File: config.mk
export PLATFORM = sky130hd
export DESIGN_NAME = mem_access_unit
export DESIGN_NICKNAME = d
export VERILOG_FILES = /design/src/rtl/mem_access_unit.sv
export SDC_FILE = /design/constraint.sdc
export NUM_CORES = 1
export LEC_CHECK = 0
export BUFFER_PORTS_ARGS = -buffer_cell sky130_fd_sc_hd__buf_2
export CORE_UTILIZATION = 40
export DETAILED_ROUTE_END_ITERATION = 12
export PLACE_DENSITY = 0.76
export SKIP_CTS_REPAIR_TIMING = 1
export SLEW_MARGIN = 10
export SYNTH_ARGS = -nofsm -noshare
export SYNTH_HDL_FRONTEND = slang
export SYNTH_SLANG_ARGS = --single-unit
File: constraint.sdc
create_clock -name clock -period 3.1 [get_ports clock]
set_input_delay 0.31 -clock clock [delete_from_list [all_inputs] [get_ports clock]]
set_output_delay 0.31 -clock clock [all_outputs]
set_load 0.02 [all_outputs]
File: src/rtl/mem_access_unit.sv
// mem_access_unit: MEM-stage data-memory access engine.
// Turns the EX/MEM memory-op outputs into an SRAM-like req/addr_ok/data_ok
// transaction. It stalls the pipeline while the transaction is in flight,
// formats store data, aligns and extends load data, and flags misaligned
// addresses (AdEL/AdES).
// Optional feature macro: MEM_STALL_CNT_EN. When it is defined, stall_cnt
// counts the cycles in which mem_stall is high. When it is not defined,
// stall_cnt is tied to zero.
module mem_access_unit #(
  parameter int AW = 32,
  parameter int DW = 32
) (
  input  logic          clock,
  input  logic          reset,
  input  logic          op_valid,
  input  logic          op_wr,
  input  logic [3:0]    mem_ctrl,
  input  logic [AW-1:0] addr,
  input  logic [DW-1:0] wdata,
  input  logic          flush,
  output logic          data_sram_req,
  output logic          data_sram_wr,
  output logic [1:0]    data_sram_size,
  output logic [AW-1:0] data_sram_addr,
  output logic [DW-1:0] data_sram_wdata,
  input  logic          data_sram_addr_ok,
  input  logic          data_sram_data_ok,
  input  logic [DW-1:0] data_sram_rdata,
  output logic          mem_stall,
  output logic          adel,
  output logic          ades,
  output logic [DW-1:0] load_data,
  output logic          load_valid,
  output logic [31:0]   stall_cnt
);

  typedef enum logic [1:0] {
    IDLE = 2'd0,
    REQ  = 2'd1,
    WAIT = 2'd2
  } state_t;

  localparam logic [1:0] SZ_BYTE = 2'd0;
  localparam logic [1:0] SZ_HALF = 2'd1;
  localparam logic [1:0] SZ_WORD = 2'd2;

  localparam logic [2:0] T_WORD = 3'b000;
  localparam logic [2:0] T_HS   = 3'b001;
  localparam logic [2:0] T_HU   = 3'b010;
  localparam logic [2:0] T_BS   = 3'b011;
  localparam logic [2:0] T_BU   = 3'b100;

  // Access size implied by the type field. Codes that are not listed fall
  // back to a word access.
  function automatic logic [1:0] size_of(input logic [2:0] t);
    logic [1:0] s;
    s = SZ_WORD;
    if (t == T_HS || t == T_HU) s = SZ_HALF;
    else if (t == T_BS || t == T_BU) s = SZ_BYTE;
    return s;
  endfunction

  // Replicate the store operand across every lane the SRAM may write.
  function automatic logic [DW-1:0] format_wdata(input logic [1:0] sz,
                                                 input logic [DW-1:0] d);
    logic [DW-1:0] r;
    r = d;
    if (sz == SZ_BYTE) r = {4{d[7:0]}};
    else if (sz == SZ_HALF) r = {2{d[15:0]}};
    return r;
  endfunction

  // Select the addressed lane of the read word, then sign- or zero-extend it.
  function automatic logic [DW-1:0] extract_load(input logic [2:0] t,
                                                 input logic [1:0] lane,
                                                 input logic [DW-1:0] d);
    logic [7:0]    b;
    logic [15:0]   h;
    logic [DW-1:0] r;
    case (lane)
      2'd0:    b = d[7:0];
      2'd1:    b = d[15:8];
      2'd2:    b = d[23:16];
      default: b = d[31:24];
    endcase
    h = lane[1] ? d[31:16] : d[15:0];
    case (t)
      T_HS:    r = {{16{h[15]}}, h};
      T_HU:    r = {16'h0000, h};
      T_BS:    r = {{24{b[7]}}, b};
      T_BU:    r = {24'h000000, b};
      default: r = d;
    endcase
    return r;
  endfunction

  state_t        state_q, state_d;
  logic          wr_q, wr_d;
  logic [1:0]    size_q, size_d;
  logic [AW-1:0] addr_q, addr_d;
  logic [DW-1:0] wdata_q, wdata_d;
  logic [2:0]    ctrl_q, ctrl_d;
  logic [1:0]    lane_q, lane_d;
  logic          cancel_q, cancel_d;
  logic [DW-1:0] load_data_q, load_data_d;
  logic          load_valid_q, load_valid_d;

  logic [1:0]    op_size;
  logic          misaligned;
  logic          start;
  logic          unused_ctrl_bit;

  // mem_ctrl[3] is reserved, so it does not affect decoding.
  assign unused_ctrl_bit = mem_ctrl[3];

  // Decode the incoming op. Alignment errors are combinational, so the
  // exception logic can see them in the same cycle.
  always_comb begin
    op_size    = size_of(mem_ctrl[2:0]);
    misaligned = 1'b0;
    if (op_size == SZ_WORD && addr[1:0] != 2'b00) misaligned = 1'b1;
    if (op_size == SZ_HALF && addr[0]) misaligned = 1'b1;
    adel  = op_valid & ~op_wr & misaligned;
    ades  = op_valid & op_wr & misaligned;
    start = op_valid & ~misaligned & ~flush;
  end

  // Next-state logic plus the request latch and the load-result update.
  always_comb begin
    state_d      = state_q;
    wr_d         = wr_q;
    size_d       = size_q;
    addr_d       = addr_q;
    wdata_d      = wdata_q;
    ctrl_d       = ctrl_q;
    lane_d       = lane_q;
    cancel_d     = cancel_q;
    load_data_d  = load_data_q;
    load_valid_d = 1'b0;
    case (state_q)
      IDLE: begin
        cancel_d = 1'b0;
        if (start) begin
          wr_d    = op_wr;
          size_d  = op_size;
          addr_d  = addr;
          wdata_d = format_wdata(op_size, wdata);
          ctrl_d  = mem_ctrl[2:0];
          lane_d  = addr[1:0];
          state_d = REQ;
        end
      end
      REQ: begin
        if (flush) cancel_d = 1'b1;
        if (data_sram_addr_ok) state_d = WAIT;
      end
      WAIT: begin
        if (flush) cancel_d = 1'b1;
        // data_ok is honoured only here. A data_ok that arrives together
        // with addr_ok (in REQ) is ignored.
        if (data_sram_data_ok) begin
          state_d  = IDLE;
          cancel_d = 1'b0;
          // A flush in the final cycle also suppresses the result.
          if (!wr_q && !cancel_q && !flush) begin
            load_data_d  = extract_load(ctrl_q, lane_q, data_sram_rdata);
            load_valid_d = 1'b1;
          end
        end
      end
      default: state_d = IDLE;
    endcase
  end

  // State and datapath registers. Reset returns everything to idle
  // immediately. Any response still outstanding is not tracked.
  always_ff @(posedge clock or negedge reset) begin
    if (!reset) begin
      state_q      <= IDLE;
      wr_q         <= 1'b0;
      size_q       <= SZ_BYTE;
      addr_q       <= '0;
      wdata_q      <= '0;
      ctrl_q       <= 3'b000;
      lane_q       <= 2'b00;
      cancel_q     <= 1'b0;
      load_data_q  <= '0;
      load_valid_q <= 1'b0;
    end else begin
      state_q      <= state_d;
      wr_q         <= wr_d;
      size_q       <= size_d;
      addr_q       <= addr_d;
      wdata_q      <= wdata_d;
      ctrl_q       <= ctrl_d;
      lane_q       <= lane_d;
      cancel_q     <= cancel_d;
      load_data_q  <= load_data_d;
      load_valid_q <= load_valid_d;
    end
  end

  // Request fields come only from latched values, so they stay stable
  // until the SRAM accepts the address.
  always_comb begin
    data_sram_req   = (state_q == REQ);
    data_sram_wr    = wr_q;
    data_sram_size  = size_q;
    data_sram_addr  = addr_q;
    data_sram_wdata = wdata_q;
    load_data       = load_data_q;
    load_valid      = load_valid_q;
  end

  // Stall drops in the data_ok cycle, so EX/MEM advances on that edge.
  always_comb begin
    mem_stall = ((state_q == IDLE) & start) |
                (state_q == REQ) |
                ((state_q == WAIT) & ~data_sram_data_ok);
  end

`ifdef MEM_STALL_CNT_EN
  logic [31:0] stall_cnt_q, stall_cnt_d;

  // Free-running count of stalled cycles. It wraps naturally at 2^32.
  always_comb begin
    stall_cnt_d = stall_cnt_q + {31'd0, mem_stall};
  end

  // Stall counter register.
  always_ff @(posedge clock or negedge reset) begin
    if (!reset) stall_cnt_q <= '0;
    else        stall_cnt_q <= stall_cnt_d;
  end

  assign stall_cnt = stall_cnt_q;
`else
  assign stall_cnt = 32'd0;
`endif

endmodule

==> summary.txt <==
Outcome
  – Outcome: finished, final reports clean

Routing
  – Drt via density: 5.17
  – Final ANT Viol Nets: 0
  – DRT Wirelength: 14.9 mm
  – Total number of vias: 4562
  – # DRC: 0
  – Wire per inst: 16.8 microns
  – Initial DRC count: 207
  – DRT Pass-1 Iters: 4

Synthesis
  – Post-Synthesis Cells: 491
  – Synth top area cells: dfrtp_1, mux2_4, mux2_2, buf_4, mux4_2
  – Synthesized area per cell: 11.9 sq um
  – Register bit total from synthesis: 106
  – Yosys cell types: 47
  – Synth warn: 0
  – Post-synthesis sequential area ratio: 0.454
  – Mapped Area: 0.00585 sq mm
  – Area share of the largest cell type after synthesis: 0.454
  – Yosys top cell by area: dfrtp_1

GRT
  – Overflow after GRT: 0
  – GRT Total Usage: 0.202
  – Vias in the first global route: 4535
  – First-pass GRT wire length: 23.2 mm
  – Largest net degree at the start of global routing: 57
  – Initial antenna violation count: 0

Timing
  – Slew @ Worst Pin: 1.08 ns
  – Hold WS: 0.00361 ns
  – Worst setup margin: 0.698 ns
  – Clock skew: 0.00777 ns
  – Final period util: 0.775
  – Setup TNS: 0 ns
  – Fin. Hold Viols: 0
  – Final setup violation count: 0
  – Max-slew headroom: 0.276
  – Unrepaired setup endpoints after global routing: false
  – Fmax: 416 MHz
  – Clock period minus worst slack: 2.40 ns
  – Fin. max-slew vios: 0

Floorplan
  – Standard-cell row count: 43
  – IO Pins: 243
  – Die height: 123 microns
  – Core footprint: 0.0140 sq mm
  – Die ar.: 0.0151 sq mm
  – Initial core utilization: 0.416
  – Width of the die: 123 microns

Placed design
  – HPWL after DPL: 10.9 mm
  – Final GP Congestion: 0.825
  – Port Buffers: 209
  – Pre-CTS setup slack: 0.758 ns

Setup path
  – Required time of the critical path: 2.79 ns
  – CP startpoint kind: flip-flop
  – Crit Path Class: reg2out
  – Crit Path Max Fanout: 27
  – Endpoint type of the worst setup path: output pin
  – Crit path DAT: 2.09 ns

Clock tree
  – H-tree Lvls: 3
  – Clock buffer depth: 2
  – Clock Latency Late Sink: 0.35 ns
  – CTS root buffer: clkbuf_16
  – CTS tree: built
  – Reg clk slew, reported paths: 0.07 ns
  – CTS Sinks: 106
  – Num CTS Buffers: 9

Power and ir drop
  – Cell area power density: 1040 mW/mm^2
  – Max IR drop VDD: 0.000592 V
  – Leak: 3.47 nW
  – PnR Total Power: 7.52 mW

Layout
  – ANT cells: 0
  – Most frequent cells in the layout: buf_2, dfrtp_1, mux2_4, nor2_1, mux2_2
  – Area grow syn2layout: 24.2%
  – Layout cell share with drive strength beyond 1: 0.486
  – Most common cell after layout, fill and taps aside: buf_2
  – Final #Nets: 808

Worst hold path
  – Hold Crit Class: in2async

Run
  – Max_cap viols: 0
## layer usage
layer,GRT usage,share of wire
met4,0.0572,0.012
met1,0.245,0.42
met5,0,0
met3,0.0627,0.088
met2,0.346,0.48
## sequential cells by signal, indices dropped and copies added, names as in the netlist
register,count
ctrl_q,3
data_sram_wr,1
data_sram_wdata,32
data_sram_addr,32
load_valid,1
cancel_q,1
load_data,32
state_q,2
data_sram_size,2
## synth_stat cells (all sizes together)
master,n
a21boi,2
o21ai,4
nand2,35
or4b,1
o211ai,2
a32oi,1
buf,53
mux2i,16
a31oi,1
inv,11
conb,1
nor3b,1
or2b,1
nor2,42
mux2,92
o22a,1
a211oi,15
a221oi,16
nor3,8
a311oi,1
a211o,1
mux4,8
nor2b,10
nand2b,3
xnor2,5
clkbuf,7
nand3,1
o22ai,1
or4,1
a21oi,33
a22o,1
ha,4
maj3,1
dfrtp,106
and3b,1
o221ai,1
or3b,2
o31ai,1
## through the flow
step	util	cells	instance area [sq um]
5_1_grt	0.517	882	7260
3_3_place_gp	0.494	866	6930
2_1_floorplan	-	522	5960
3_5_place_dp	0.494	866	6930
6_report	0.517	882	7260
4_1_cts	0.517	882	7260
## layout make-up
class	count	area (sq um)
clock buffers	9	225
repair buffers	224	1170
flip-flops and latches	106	2650
inverters	11	41.3
clock inverters	7	103
multi-input cells	345	2840
well taps	180	225
fillers	1285	6780
## cells by family after synthesis
kind of cell	synth area share
mux	0.268
simple gates	0.0811
compound gates	0.0989
buf+inv	0.0803
fa+ha+maj	0.0103
other cells	0.000642
flops	0.454
xor+xnor	0.00749
## path summary, 6_finish.rpt
check / from / end / slack [ns] / cells past startpoint
setup reg to reg: state_q[0] / load_data[10] / 0.94 / 6
hold reg to reg: data_sram_addr[28] / data_sram_addr[28] / 0.48 / 1
max in group asynchronous: reset / data_sram_wdata[22] / 2.30 / 2
setup / recovery: state_q[0] / mem_stall / 0.70 / 7
hold / removal: reset / data_sram_addr[4] / 0.004 / 1
min in group clock: addr[27] / data_sram_addr[27] / 0.18 / 2
## critical path, stage by stage (launching register included)
cell and delay [ns]:
dfrtp_1 0.42, inv_1 0.09, ha_1 0.19, inv_1 0.09, a211oi_4 0.22, buf_4 0.42
nand2b_1 0.16, buf_2 0.15
## where the power goes
group / total (mW) / switching, mW / internal [mW] / leakage (nW)
Clock: 1.25 / 0.530 / 0.715 / 0.150
Sequential: 2.54 / 0.453 / 2.08 / 1.25
Combinational: 3.74 / 2.12 / 1.62 / 2.07
Total: 7.52 / 3.11 / 4.41 / 3.47
(Power assumes the default switching activity.)
